<file path="src/rtl/lift_pkg.sv">
// Shared types and defaults for the lift controller.
// Holds the FSM state enum, default parameters and a one-hot checker.
package lift_pkg;

   typedef enum logic [2:0] {
      IDLE,
      MOVE_UP,
      MOVE_DOWN,
      ARRIVE,
      DOOR_OPEN,
      DWELL,
      DOOR_CLOSE,
      FAULT
   } state_t;

   localparam int DEF_NUM_FLOORS   = 6;
   localparam int DEF_DWELL_CYCLES = 8;
   localparam int DEF_OPEN_TIMEOUT = 64;

   // True when exactly one bit is set (callers zero-extend).
   function automatic logic is_one_hot(input logic [31:0] v);
      return (v != 32'd0) && ((v & (v - 32'd1)) == 32'd0);
   endfunction

endpackage

</file>
<file path="src/rtl/lift_req_latch.sv">
// Latched floor-call register for the lift controller.
// Ports: clk, reset (async, high); request (call buttons); floor (one-hot
// car position); mask (ignore calls at floor); clear (drop call at floor);
// pending (latched calls); hit (masked call seen at current floor).
module lift_req_latch
   import lift_pkg::*;
#(
   parameter int NUM_FLOORS = DEF_NUM_FLOORS
) (
   input  logic                  clk,
   input  logic                  reset,
   input  logic [NUM_FLOORS-1:0] request,
   input  logic [NUM_FLOORS-1:0] floor,
   input  logic                  mask,
   input  logic                  clear,
   output logic [NUM_FLOORS-1:0] pending,
   output logic                  hit
);

   logic [NUM_FLOORS-1:0] keep_out;
   logic [NUM_FLOORS-1:0] drop;

   assign keep_out = mask ? floor : '0;
   assign drop     = clear ? floor : '0;
   assign hit      = mask && |(request & floor);

   always_ff @(posedge clk or posedge reset) begin
      if (reset) begin
         pending <= '0;
      end else begin
         pending <= (pending | (request & ~keep_out)) & ~drop;
      end
   end

endmodule

</file>
<file path="src/rtl/lift_controller.sv">
// Moore FSM lift controller: serves latched calls, runs the door cycle.
// Ports: clk, reset (async, high); Request, Sensor, Passenger_in in;
// MoveUp, MoveDown, OpenDoor, CloseDoor, stop, Pending, Fault out.
module lift_controller
   import lift_pkg::*;
#(
   parameter int NUM_FLOORS   = DEF_NUM_FLOORS,
   parameter int DWELL_CYCLES = DEF_DWELL_CYCLES,
   parameter int OPEN_TIMEOUT = DEF_OPEN_TIMEOUT
) (
   input  logic                  clk,
   input  logic                  reset,
   input  logic [NUM_FLOORS-1:0] Request,
   input  logic [NUM_FLOORS-1:0] Sensor,
   input  logic                  Passenger_in,
   output logic                  MoveUp,
   output logic                  MoveDown,
   output logic                  OpenDoor,
   output logic                  CloseDoor,
   output logic                  stop,
   output logic [NUM_FLOORS-1:0] Pending,
   output logic                  Fault
);

   localparam int CNT_MAX = (DWELL_CYCLES > OPEN_TIMEOUT) ?
                            DWELL_CYCLES : OPEN_TIMEOUT;
   localparam int CW = $clog2(CNT_MAX + 1);

   typedef logic [CW-1:0] cnt_t;

   state_t state, next_state;
   logic   dir, next_dir;
   cnt_t   cnt, next_cnt;

   logic [NUM_FLOORS-1:0] prev_sensor;
   logic [NUM_FLOORS-1:0] at_or_below;
   logic [NUM_FLOORS-1:0] below_mask;
   logic valid, moved, here, above, below;
   logic hit, mask_cur, clear_cur, restart;
   logic up_d, down_d, open_d, close_d, stop_d, fault_d;

   // For a one-hot Sensor, (Sensor<<1)-1 covers the car floor and below;
   // at the top floor the shift wraps to 0 so nothing lies above.
   assign at_or_below = {Sensor[NUM_FLOORS-2:0], 1'b0} - NUM_FLOORS'(1);
   assign below_mask  = Sensor - NUM_FLOORS'(1);

   assign valid = is_one_hot(32'(Sensor));
   assign moved = (Sensor != prev_sensor);
   assign here  = |(Pending & Sensor);
   assign above = |(Pending & ~at_or_below);
   assign below = |(Pending & below_mask);

   assign mask_cur  = (state == ARRIVE) || (state == DOOR_OPEN) ||
                      (state == DWELL);
   assign clear_cur = (state == ARRIVE);
   assign restart   = hit && (state == DWELL);

   lift_req_latch #(
      .NUM_FLOORS(NUM_FLOORS)
   ) u_req (
      .clk    (clk),
      .reset  (reset),
      .request(Request),
      .floor  (Sensor),
      .mask   (mask_cur),
      .clear  (clear_cur),
      .pending(Pending),
      .hit    (hit)
   );

   always_comb begin
      next_state = state;
      next_dir   = dir;
      next_cnt   = '0;
      unique case (state)
         IDLE: begin
            if (here) begin
               next_state = ARRIVE;
            end else if (above && (dir || !below)) begin
               next_state = MOVE_UP;
               next_dir   = 1'b1;
            end else if (below) begin
               next_state = MOVE_DOWN;
               next_dir   = 1'b0;
            end else begin
               next_dir = 1'b1;
            end
         end
         MOVE_UP: begin
            if (moved && here)
               next_state = ARRIVE;
            else if (Sensor[NUM_FLOORS-1])
               next_state = IDLE;
         end
         MOVE_DOWN: begin
            if (moved && here)
               next_state = ARRIVE;
            else if (Sensor[0])
               next_state = IDLE;
         end
         ARRIVE: next_state = DOOR_OPEN;
         DOOR_OPEN: begin
            if (Passenger_in)
               next_state = DWELL;
            else if (cnt == CW'(OPEN_TIMEOUT - 1))
               next_state = FAULT;
            else
               next_cnt = cnt + cnt_t'(1);
         end
         DWELL: begin
            if (restart)
               next_cnt = '0;
            else if (cnt == CW'(DWELL_CYCLES - 1))
               next_state = DOOR_CLOSE;
            else
               next_cnt = cnt + cnt_t'(1);
         end
         DOOR_CLOSE: next_state = IDLE;
         FAULT:      next_state = FAULT;
         default:    next_state = FAULT;
      endcase
      if (!valid)
         next_state = FAULT;
   end

   // Outputs are decoded from next_state and registered alongside it.
   always_comb begin
      up_d    = 1'b0;
      down_d  = 1'b0;
      open_d  = 1'b0;
      close_d = 1'b0;
      stop_d  = 1'b1;
      fault_d = 1'b0;
      unique case (next_state)
         MOVE_UP: begin
            up_d   = 1'b1;
            stop_d = 1'b0;
         end
         MOVE_DOWN: begin
            down_d = 1'b1;
            stop_d = 1'b0;
         end
         DOOR_OPEN:  open_d  = 1'b1;
         DOOR_CLOSE: close_d = 1'b1;
         FAULT:      fault_d = 1'b1;
         default: ;
      endcase
   end

   always_ff @(posedge clk or posedge reset) begin
      if (reset) begin
         state       <= IDLE;
         dir         <= 1'b1;
         cnt         <= '0;
         prev_sensor <= '0;
         MoveUp      <= 1'b0;
         MoveDown    <= 1'b0;
         OpenDoor    <= 1'b0;
         CloseDoor   <= 1'b0;
         stop        <= 1'b1;
         Fault       <= 1'b0;
      end else begin
         state       <= next_state;
         dir         <= next_dir;
         cnt         <= next_cnt;
         prev_sensor <= Sensor;
         MoveUp      <= up_d;
         MoveDown    <= down_d;
         OpenDoor    <= open_d;
         CloseDoor   <= close_d;
         stop        <= stop_d;
         Fault       <= fault_d;
      end
   end

endmodule

</file>
<file path="config.mk">
export PLATFORM = sky130hd
export DESIGN_NAME = lift_controller
export DESIGN_NICKNAME = d
export VERILOG_FILES = /design/src/rtl/lift_pkg.sv /design/src/rtl/lift_req_latch.sv /design/src/rtl/lift_controller.sv
export SDC_FILE = /design/constraint.sdc
export NUM_CORES = 1
export LEC_CHECK = 0
export CAP_MARGIN = 20
export CORE_MARGIN = 2
export CORE_UTILIZATION = 42
export DETAILED_ROUTE_END_ITERATION = 10
export GPL_TIMING_DRIVEN = 0
export PLACE_DENSITY = 0.65
export SLEW_MARGIN = 10
export SYNTH_ARGS = -nofsm -noshare
export SYNTH_HDL_FRONTEND = slang
export SYNTH_SLANG_ARGS = --single-unit
</file>
<file path="constraint.sdc">
create_clock -name clk -period 4.8 [get_ports clk]
set_clock_uncertainty 0.05 [all_clocks]
set_input_delay 0.96 -clock clk [delete_from_list [all_inputs] [get_ports clk]]
set_output_delay 0.96 -clock clk [all_outputs]
set_load 0.005 [all_outputs]
</file>
==> results.ini, run 1 <==
[timing]
timing.slew.headroom=0.538
tns_ns=0
setup_viol=0
setup_slack_ns=0.900
worst_hold_slack_ns=0.418
slew_viol_final=0
period_share=0.812
fmax_ghz=0.256
hold_viol=0
tightest_slew_ns=0.676
period_minus_slack_ns=3.90
rsz0062_at_grt=false

[setup_path]
rrSetupSlack_ns=2.75
start_kind=input pin
worstSetupEndpointType=flip-flop
timing.rr.end=OpenDoor$_DFF_PP0_
arrival_ns=3.99
crit_required_ns=4.89
r2r-start=cnt[0]$_DFF_PP0_
critPathKind=input pin to flip-flop
path_max_fanout=8
r2r.worst_path.cells=7

[clock_tree]
clk_latency_ns=0.28
numCtsBuffers=5
clock_sinks=29
htreeDepth=2
root_buffer=clkbuf_8
cts.path.max_buffers=2
ctsHoldBuffers=0
tritoncts=built
cts.repair.resized=0
clkSlewWorstSetupHoldPaths_ns=0.06
cts_setup_buffers=0

[layout]
area_growth_pct=29.1
final_area_um2=2060
final_nets=216
diodes=0
layout-drive-gt1-share=0.113

[route]
post_drt_wl_per_cell_um=15.1
wl_mm=3.66
drc=0
final_antenna_net_count=0
via_per_inst=5.52
drt_iter0_drc=74
drt_pass1_iterations=5
vias=1342

[power_and_ir_drop]
switching_power_w=0.000111
power_density_nw_per_um2=267
power_frac_seq=0.451
vdd_drop_max_v=0.000164
clkPwrFrac=0.466
combPwrFrac=0.083
switching_share=0.203
p_int_w=0.000439
p_total_w=0.000550
p_leak_nw=0.860

[placed_design]
gp_congestion=0.792
portBuffers=26
place_area_um2=1910
place_hpwl_mm=2.74
place_ws_ns=0.670

[global_routing]
grt_pass1_vias=1415
antenna_found_initial=0
overflow=0
gr-usage-all-layers=0.202
grt_max_degree=30
grt_pass1_wl_mm=6.40

[hold_path]
min_path_cells=1
holdCritPathClass=flip-flop to flip-flop
hp-start=cnt[0]$_DFF_PP0_
hold_end=cnt[0]$_DFF_PP0_

[synth]
synth_edf_count=0
yosysWarnings=0
syn_avg_cell_area_um2=9.96
synth_seq_cells=29
syn_nets=182
synthArstFlopShare=1.00
ys_types=46
synthCells=160
synth_flop_cell=dfrtp_1
seq_area_frac_synth=0.457
syn_area_um2=1590

[die]
fp.dieH_um=65.6
dieArea_um2=4300
core_um2=3660
start_util=0.435
num_io_pins=27
rows=22
die_w_um=65.6

[run]
maxCapViolations=0

[outcome]
status=completed

==> critical path: stages <==
cell and delay, ns:
clkdlybuf4s50_1 0.56, or3_2 0.55, or3_1 0.33, ha_1 0.29
o22ai_1 0.07, a2111oi_0 0.63, a21oi_1 0.15, o32a_4 0.28
nand2b_1 0.16
==> final cells by class <==
class                           instances  area, um^2
Multi-Input combinational cell        117         797
Timing Repair Buffer                   27         288
Clock buffer                            7        86.3
Buffer                                  4        31.3
Clock inverter                          1        30.0
Tap cell                               48        60.1
Sequential cell                        29         728
Fill cell                             340        1600
Inverter                               10        37.5
==> metrics by stage <==
step	utilization	std cells
5_1_grt	0.562	243
3_5_place_dp	0.523	234
4_1_cts	0.555	242
3_3_place_gp	0.523	234
2_1_floorplan	-	160
6_report	0.562	243
==> placed cells by master (no fill, tap or decap), types with 2 or more instances in the layout <==
cell             netlist  layout
clkdlybuf4s50_1        0      26
nor2b_1                2       2
nor3_1                 7       7
clkbuf_8               0       6
xnor2_1                6       6
dfrtp_1               27      27
nor2_1                15      15
a21oi_1               11      11
or3_1                  2       2
ha_1                   7       7
buf_6                  2       2
dfstp_2                2       2
xor2_1                 6       6
o21ai_0                9       9
nand2_1                8       8
nand2b_1               2       2
clkbuf_1               1       2
a22oi_1                6       6
and3_1                 7       7
nand3_1                2       2
inv_1                 10       9
o22ai_1                2       2
==> power groups by stage <==
stage / clock network (W) / registers, W / logic [W]
global placement: 0 / 0.000253 / 0.0000407
floorplan: 0 / 0.000252 / 0.0000200
detailed placement: 0 / 0.000253 / 0.0000428
global route: 0.000278 / 0.000248 / 0.0000503
finish: 0.000256 / 0.000248 / 0.0000455
CTS: 0.000264 / 0.000248 / 0.0000428
==> state kept, by name, indices dropped and copies added, names as in the netlist <==
signal         cells
stop               1
MoveDown           1
CloseDoor          1
state              3
u_req.pending      6
prev_sensor        6
Fault              1
MoveUp             1
cnt                7
OpenDoor           1
dir                1
==> worst max path at each step <==
stage,to,slack [ns],cells after the start,start
floorplan,MoveDown$_DFF_PP0_,1.51,9,Sensor[0]
global placement,state[1]$_DFF_PP0_,0.69,9,Sensor[2]
detailed placement,state[1]$_DFF_PP0_,0.67,9,Sensor[2]
CTS,state[1]$_DFF_PP0_,0.97,9,Sensor[1]
global route,state[1]$_DFF_PP0_,0.78,9,Sensor[2]
finish,state[1]$_DFF_PP0_,0.90,9,Sensor[2]
==> Yosys cell counts (2+ instances only) <==
library cell   n  area share
dfrtp_1       27        0.42
nor2_1        15       0.035
a21oi_1       11       0.035
inv_1         10       0.024
o21ai_0        9       0.028
nand2_1        8       0.019
and3_1         7       0.027
ha_1           7       0.055
nor3_1         7       0.022
a22oi_1        6       0.028
xnor2_1        6       0.033
xor2_1         6       0.033
buf_6          2       0.014
dfstp_2        2       0.033
nand2b_1       2      0.0078
nand3_1        2      0.0063
nor2b_1        2      0.0078
o22ai_1        2      0.0078
or3_1          2      0.0078
==> metal layers <==
| layer | vias up | share of wire | GRT usage |
|---|---|---|---|
| met5 | - | 0 | 0 |
| met4 | 0 | 0.019 | 0.0938 |
| met3 | 5 | 0.048 | 0.0565 |
| met2 | 37 | 0.50 | 0.344 |
| met1 | 655 | 0.43 | 0.233 |
| li1 | 645 | - | - |
==> cells by family after synthesis <==
kind of cell               share of synthesized area
and+or+nand+nor                                0.195
xor gates and xnor gates                      0.0659
adders and majority gates                     0.0549
AOI/OAI and AO/OA                              0.184
buffers and inverters                         0.0432
DFF                                            0.457
Power figures use the tool's default switching activity.
==> run 2: changes to the inputs <==
- PLACE_DENSITY: 0.65 -> 0.67
- clock period: 4.8 -> 3.4 ns (I/O delays scaled with it)
==> run 2 against run 1 <==
Clock power is 13% higher. Combinational power is 49% higher. Flip-flop and latch count is the same. Sequential share of layout area shrank 0.26 points. Clock-buffer cell count grew 1. Sequential power grew 42%. Core utilization up 0.41 points. First-iteration DRC count decreased by 24%. Critical path depth is 3 higher. Register-to-register slack lost 1.4 ns. Critical endpoint is now MoveDown$_DFF_PP0_. Largest cell class unchanged. Largest power group is now sequential cells.
==> results.ini, run 2 (synthesized netlist as in run 1, its figures left out) <==
[outcome]
status=completed

[clock_tree]
htreeDepth=2  ; unchanged
tritoncts=built
root_buffer=clkbuf_8
ctsHoldBuffers=0  ; unchanged
numCtsBuffers=5  ; unchanged
clock_sinks=29  ; unchanged
cts.path.max_buffers=2  ; unchanged
clkSlewWorstSetupHoldPaths_ns=0.06  ; about the same
clk_latency_ns=0.29  ; about the same

[timing]
timing.slew.headroom=0.615  ; +0.0774
hold_viol=0  ; unchanged
setup_slack_ns=0.186  ; -0.715 ns
fmax_ghz=0.311
period_share=0.945
tns_ns=0  ; unchanged
slew_viol_final=0  ; unchanged
setup_viol=0  ; unchanged
period_minus_slack_ns=3.21
rsz0062_at_grt=false
tightest_slew_ns=0.576  ; -0.0993 ns

[route]
drc=0  ; unchanged
vias=1350  ; +0.60%
via_per_inst=5.53  ; +0.18%
post_drt_wl_per_cell_um=15.0  ; -0.52%
drt_pass1_iterations=5  ; unchanged
wl_mm=3.66  ; -0.11%
final_antenna_net_count=0  ; unchanged
drt_iter0_drc=56  ; -24%

[placed_design]
dp.cells=234  ; unchanged
place_hpwl_mm=2.62  ; -4.5%
place_ws_ns=-0.553  ; -1.22 ns
gp_congestion=0.814  ; +2.8%
portBuffers=26  ; unchanged

[die]
core_um2=3660  ; unchanged
start_util=0.435  ; unchanged
num_io_pins=27  ; unchanged
rows=22  ; unchanged
dieArea_um2=4300  ; unchanged
fp.dieH_um=65.6  ; unchanged
die_w_um=65.6  ; unchanged

[layout]
largestRegisters=cnt: 7 flops, prev_sensor: 6 flops, u_req.pending: 6 flops
largest_reg_flops=7  ; unchanged
final_nets=217  ; +0.46%
final_common_cell=dfrtp_1
diodes=0  ; unchanged
area_growth_pct=30.1
layout-drive-gt1-share=0.128  ; +0.0147
final_cell_mix=dfrtp_1, clkdlybuf4s50_1, nor2_1, a21oi_1, inv_1
fin_cells=244  ; +0.41%
fill_cells=337  ; -0.88%
top_register=cnt

[power_and_ir_drop]
vdd_drop_max_v=0.000226  ; +38%
p_leak_nw=0.879  ; +2.1%
power_density_nw_per_um2=341  ; +28%

[setup_path]
r2r-start=cnt[0]$_DFF_PP0_
critPathKind=input pin to flip-flop
timing.rr.end=MoveDown$_DFF_PP0_
crit_required_ns=3.53  ; -1.36 ns
start_kind=input pin
arrival_ns=3.34  ; -0.65 ns
r2r.worst_path.cells=6  ; -1
path_max_fanout=8  ; unchanged
worstSetupEndpointType=flip-flop
rrSetupSlack_ns=1.40  ; -1.35 ns

[global_routing]
met2_usage=0.318  ; -0.0268
overflow=0  ; unchanged
antenna_found_initial=0  ; unchanged
gr-usage-all-layers=0.195  ; -0.00608
grt_pass1_vias=1394  ; -1.5%
grt_use_met1=0.231  ; -0.00169
grt_max_degree=30  ; unchanged
grtUsageMet3=0.0634  ; +0.00685
grt_pass1_wl_mm=6.27  ; -2.2%
top_usage_layer=met2

[hold_path]
hold_end=cnt[0]$_DFF_PP0_
holdCritPathClass=flip-flop to flip-flop
min_path_cells=1  ; unchanged
hp-start=cnt[0]$_DFF_PP0_

[run]
maxCapViolations=0  ; unchanged

-- run 2: area by class of cell --
class | count | area [um^2] | area share
plain buffers | 4 | 31.3 | 0.0151
clock buffers | 8 | 90.1 | 0.0435
inverters | 10 | 37.5 | 0.0181
multi-input cells | 117 | 826 | 0.398
flip-flops and latches | 29 | 728 | 0.351
well taps | 48 | 60.1 | 0.0290
repair buffers | 28 | 300 | 0.145
-- run 2: metrics by stage --
stage | hold WS (ns) | power, W | utilization | instance area (um^2)
after floorplan | 0.375 | 0.000385 | - | 1590
after global placement | 0.391 | 0.000414 | 0.523 | 1910
after detailed placement | 0.408 | 0.000418 | 0.523 | 1910
after CTS | 0.415 | 0.000706 | 0.551 | 2020
after global routing | 0.429 | 0.000738 | 0.566 | 2070
final | 0.413 | 0.000707 | 0.566 | 2070
-- run 2: power breakdown --
group           total, W  internal [W]  switching [W]
combinational  0.0000677     0.0000332      0.0000345
sequential      0.000351      0.000349     0.00000157
clock           0.000289      0.000165       0.000124
-- run 2: timing repair --
item,4_1_cts,5_1_grt
gates cloned,0,0
pin swaps,0,2
setup endpoints to repair,7,5
setup buffers,0,1
gates resized for setup,3,5
-- run 2: worst max-delay path by stage --
stage | depth (start not counted) | from | endpoint
floorplan | 9 | Sensor[0] | MoveDown$_DFF_PP0_
global placement | 9 | Sensor[2] | state[1]$_DFF_PP0_
detailed placement | 9 | Sensor[2] | state[1]$_DFF_PP0_
CTS | 9 | Sensor[2] | MoveDown$_DFF_PP0_
global route | 10 | Sensor[0] | MoveUp$_DFF_PP0_
finish | 12 | Sensor[0] | MoveDown$_DFF_PP0_
-- run 2: metal layers --
layer	up-vias	wire length, um
li1	644	-
met3	11	200
met2	51	1760
met4	0	94
met1	644	1600
met5	-	0
-- run 2: worst max-delay path, cell delays in order --
cell,delay (ns)
clkdlybuf4s50_1,0.46
buf_6,0.17
inv_1,0.09
ha_1,0.16
inv_1,0.05
or3_1,0.33
ha_1,0.32
o22ai_1,0.09
a2111oi_2,0.47
a21oi_2,0.08
o32a_4,0.26
and3_1,0.19
==> run 3: changes to the inputs <==
- PLACE_DENSITY: 0.67 -> 0.68
==> run 3 against run 2 <==
First-iteration DRC count up 5.4%. Critical endpoint is now state[1]$_DFF_PP0_. Largest cell class unchanged. Hold slack worse by 0.0034 ns. Sequential share of layout area up 0.23 points. Via count down 1.0%. Sequential power about the same. Critical path type unchanged. Maximum frequency down 1.2%. Power down 4.4%. Clock power down 10%.
==> results.ini, run 3 (synthesized netlist as in run 1, its figures left out) <==
[clock_tree]
tritoncts=built
ctsHoldBuffers=0  ; unchanged
root_buffer=clkbuf_8
htreeDepth=2  ; unchanged
clk_latency_ns=0.27  ; -0.02 ns
clock_sinks=29  ; unchanged
cts.path.max_buffers=2  ; unchanged
clkSlewWorstSetupHoldPaths_ns=0.06  ; about the same
numCtsBuffers=5  ; unchanged

[layout]
top_register=cnt
area_growth_pct=29.2
final_common_cell=dfrtp_1
largestRegisters=cnt: 7 flops, prev_sensor: 6 flops, u_req.pending: 6 flops
final_cell_mix=dfrtp_1, clkdlybuf4s50_1, nor2_1, a21oi_1, inv_1
layout-drive-gt1-share=0.128  ; unchanged
diodes=0  ; unchanged
final_nets=217  ; unchanged
largest_reg_flops=7  ; unchanged
final_area_um2=2060  ; -0.66%
fin_cells=244  ; unchanged

[die]
dieArea_um2=4300  ; unchanged
die_w_um=65.6  ; unchanged
rows=22  ; unchanged
core_um2=3660  ; unchanged
fp.dieH_um=65.6  ; unchanged
start_util=0.435  ; unchanged
num_io_pins=27  ; unchanged

[run]
maxCapViolations=0  ; unchanged

[route]
final_antenna_net_count=0  ; unchanged
drt_iter0_drc=59  ; +5.4%
via_per_inst=5.48  ; -1.0%
drt_pass1_iterations=4  ; -1
drc=0  ; unchanged
post_drt_wl_per_cell_um=13.9  ; -7.1%
vias=1336  ; -1.0%
wl_mm=3.40  ; -7.1%

[timing]
hold_viol=0  ; unchanged
fmax_ghz=0.307  ; -1.2%
rsz0062_at_grt=false
worst_hold_slack_ns=0.410  ; -0.00343 ns
slew_viol_final=0  ; unchanged
setup_viol=0  ; unchanged
period_share=0.957  ; +0.0117
period_minus_slack_ns=3.25  ; +0.0398 ns
tightest_slew_ns=0.480  ; -0.0963 ns
timing.slew.headroom=0.678  ; +0.0622

[power_and_ir_drop]
p_leak_nw=0.873  ; -0.61%
vdd_drop_max_v=0.000218  ; -3.4%
power_density_nw_per_um2=328  ; -3.7%

[global_routing]
overflow=0  ; unchanged
grt_pass1_vias=1305  ; -6.4%
gr-usage-all-layers=0.182  ; -0.0131
grt_max_degree=30  ; unchanged
grt_pass1_wl_mm=5.83  ; -6.9%
antenna_found_initial=0  ; unchanged

[setup_path]
critPathKind=input pin to flip-flop
path_max_fanout=8  ; unchanged
crit_chain=clkdlybuf4s50_1 -> buf_6 -> or3_2 -> or3_1 -> ha_1 -> o22ai_1 -> a2111oi_2 -> a21oi_1 -> o32a_4 -> nand2b_1
crit_path_max_incr_delay_ns=0.46  ; about the same
worstSetupEndpointType=flip-flop
arrival_ns=3.35  ; about the same
crit_path_top_delay_cell=clkdlybuf4s50_1
start_kind=input pin
crit_required_ns=3.50  ; -0.03 ns

[placed_design]
place_hpwl_mm=2.60  ; -0.77%
portBuffers=26  ; unchanged
gp_congestion=0.824  ; +1.2%
dp.cells=234  ; unchanged
place_area_um2=1910  ; unchanged

[outcome]
status=completed

[hold_path]
holdCritPathClass=flip-flop to flip-flop

==> run 3: worst paths after layout <==
path | from | end | slack, ns | cells past startpoint
max in group asynchronous | reset | stop$_DFF_PP1_ | 2.13 | 3
worst max-delay path | Sensor[0] | state[1]$_DFF_PP0_ | 0.15 | 10
worst min register to register | cnt[0]$_DFF_PP0_ | cnt[0]$_DFF_PP0_ | 0.41 | 1
min in group asynchronous | reset | prev_sensor[4]$_DFF_PP0_ | 0.65 | 2
worst min-delay path | cnt[0]$_DFF_PP0_ | cnt[0]$_DFF_PP0_ | 0.41 | 1
worst max register to register | cnt[0]$_DFF_PP0_ | OpenDoor$_DFF_PP0_ | 1.39 | 7
==> run 3: layout make-up <==
| class | count | area (um^2) |
|---|---|---|
| well taps | 48 | 60.1 |
| repair buffers | 28 | 300 |
| fillers | 338 | 1600 |
| inverters | 10 | 37.5 |
| multi-input cells | 117 | 822 |
| plain buffers | 4 | 31.3 |
| flip-flops and latches | 29 | 728 |
| clock buffers | 8 | 80.1 |
==> run 3: per-layer routing <==
| metal | global-route usage | up-vias | routed length (um) |
|---|---|---|---|
| met5 | 0 | - | 0 |
| met1 | 0.212 | 638 | 1440 |
| met3 | 0.0497 | 9 | 171 |
| met2 | 0.315 | 43 | 1710 |
| li1 | - | 646 | - |
| met4 | 0.0781 | 0 | 82 |
==> run 3: where the power goes <==
| group | internal (W) | switching [W] | total (W) |
|---|---|---|---|
| Combinational | 0.0000329 | 0.0000338 | 0.0000667 |
| Clock | 0.000145 | 0.000114 | 0.000259 |
| Sequential | 0.000349 | 0.00000155 | 0.000351 |
| Total | 0.000527 | 0.000149 | 0.000676 |
==> run 3: worst max-delay path, delay by kind of cell <==
family	cells	cell delay, ns
compound gates	4	0.83
buf+inv	2	0.63
fa+ha+maj	1	0.28
simple gates	3	0.92
==> run 3: repair_timing <==
action,CTS,global route
resized for setup,3,5
endpoints found under the setup margin,6,7
cloned,0,0
setup buffers,0,1
pin swaps,0,2
==> run 3: metrics by stage <==
stage / setup TNS (ns) / utilization / setup slack, ns / power [W]
detailed placement: -3.23 / 0.523 / -0.447 / 0.000417
CTS: 0 / 0.548 / 0.0268 / 0.000681
global route: 0 / 0.563 / 0.0116 / 0.000712
global placement: -2.75 / 0.523 / -0.405 / 0.000414
floorplan: 0 / - / 0.389 / 0.000385
finish: 0 / 0.563 / 0.146 / 0.000676
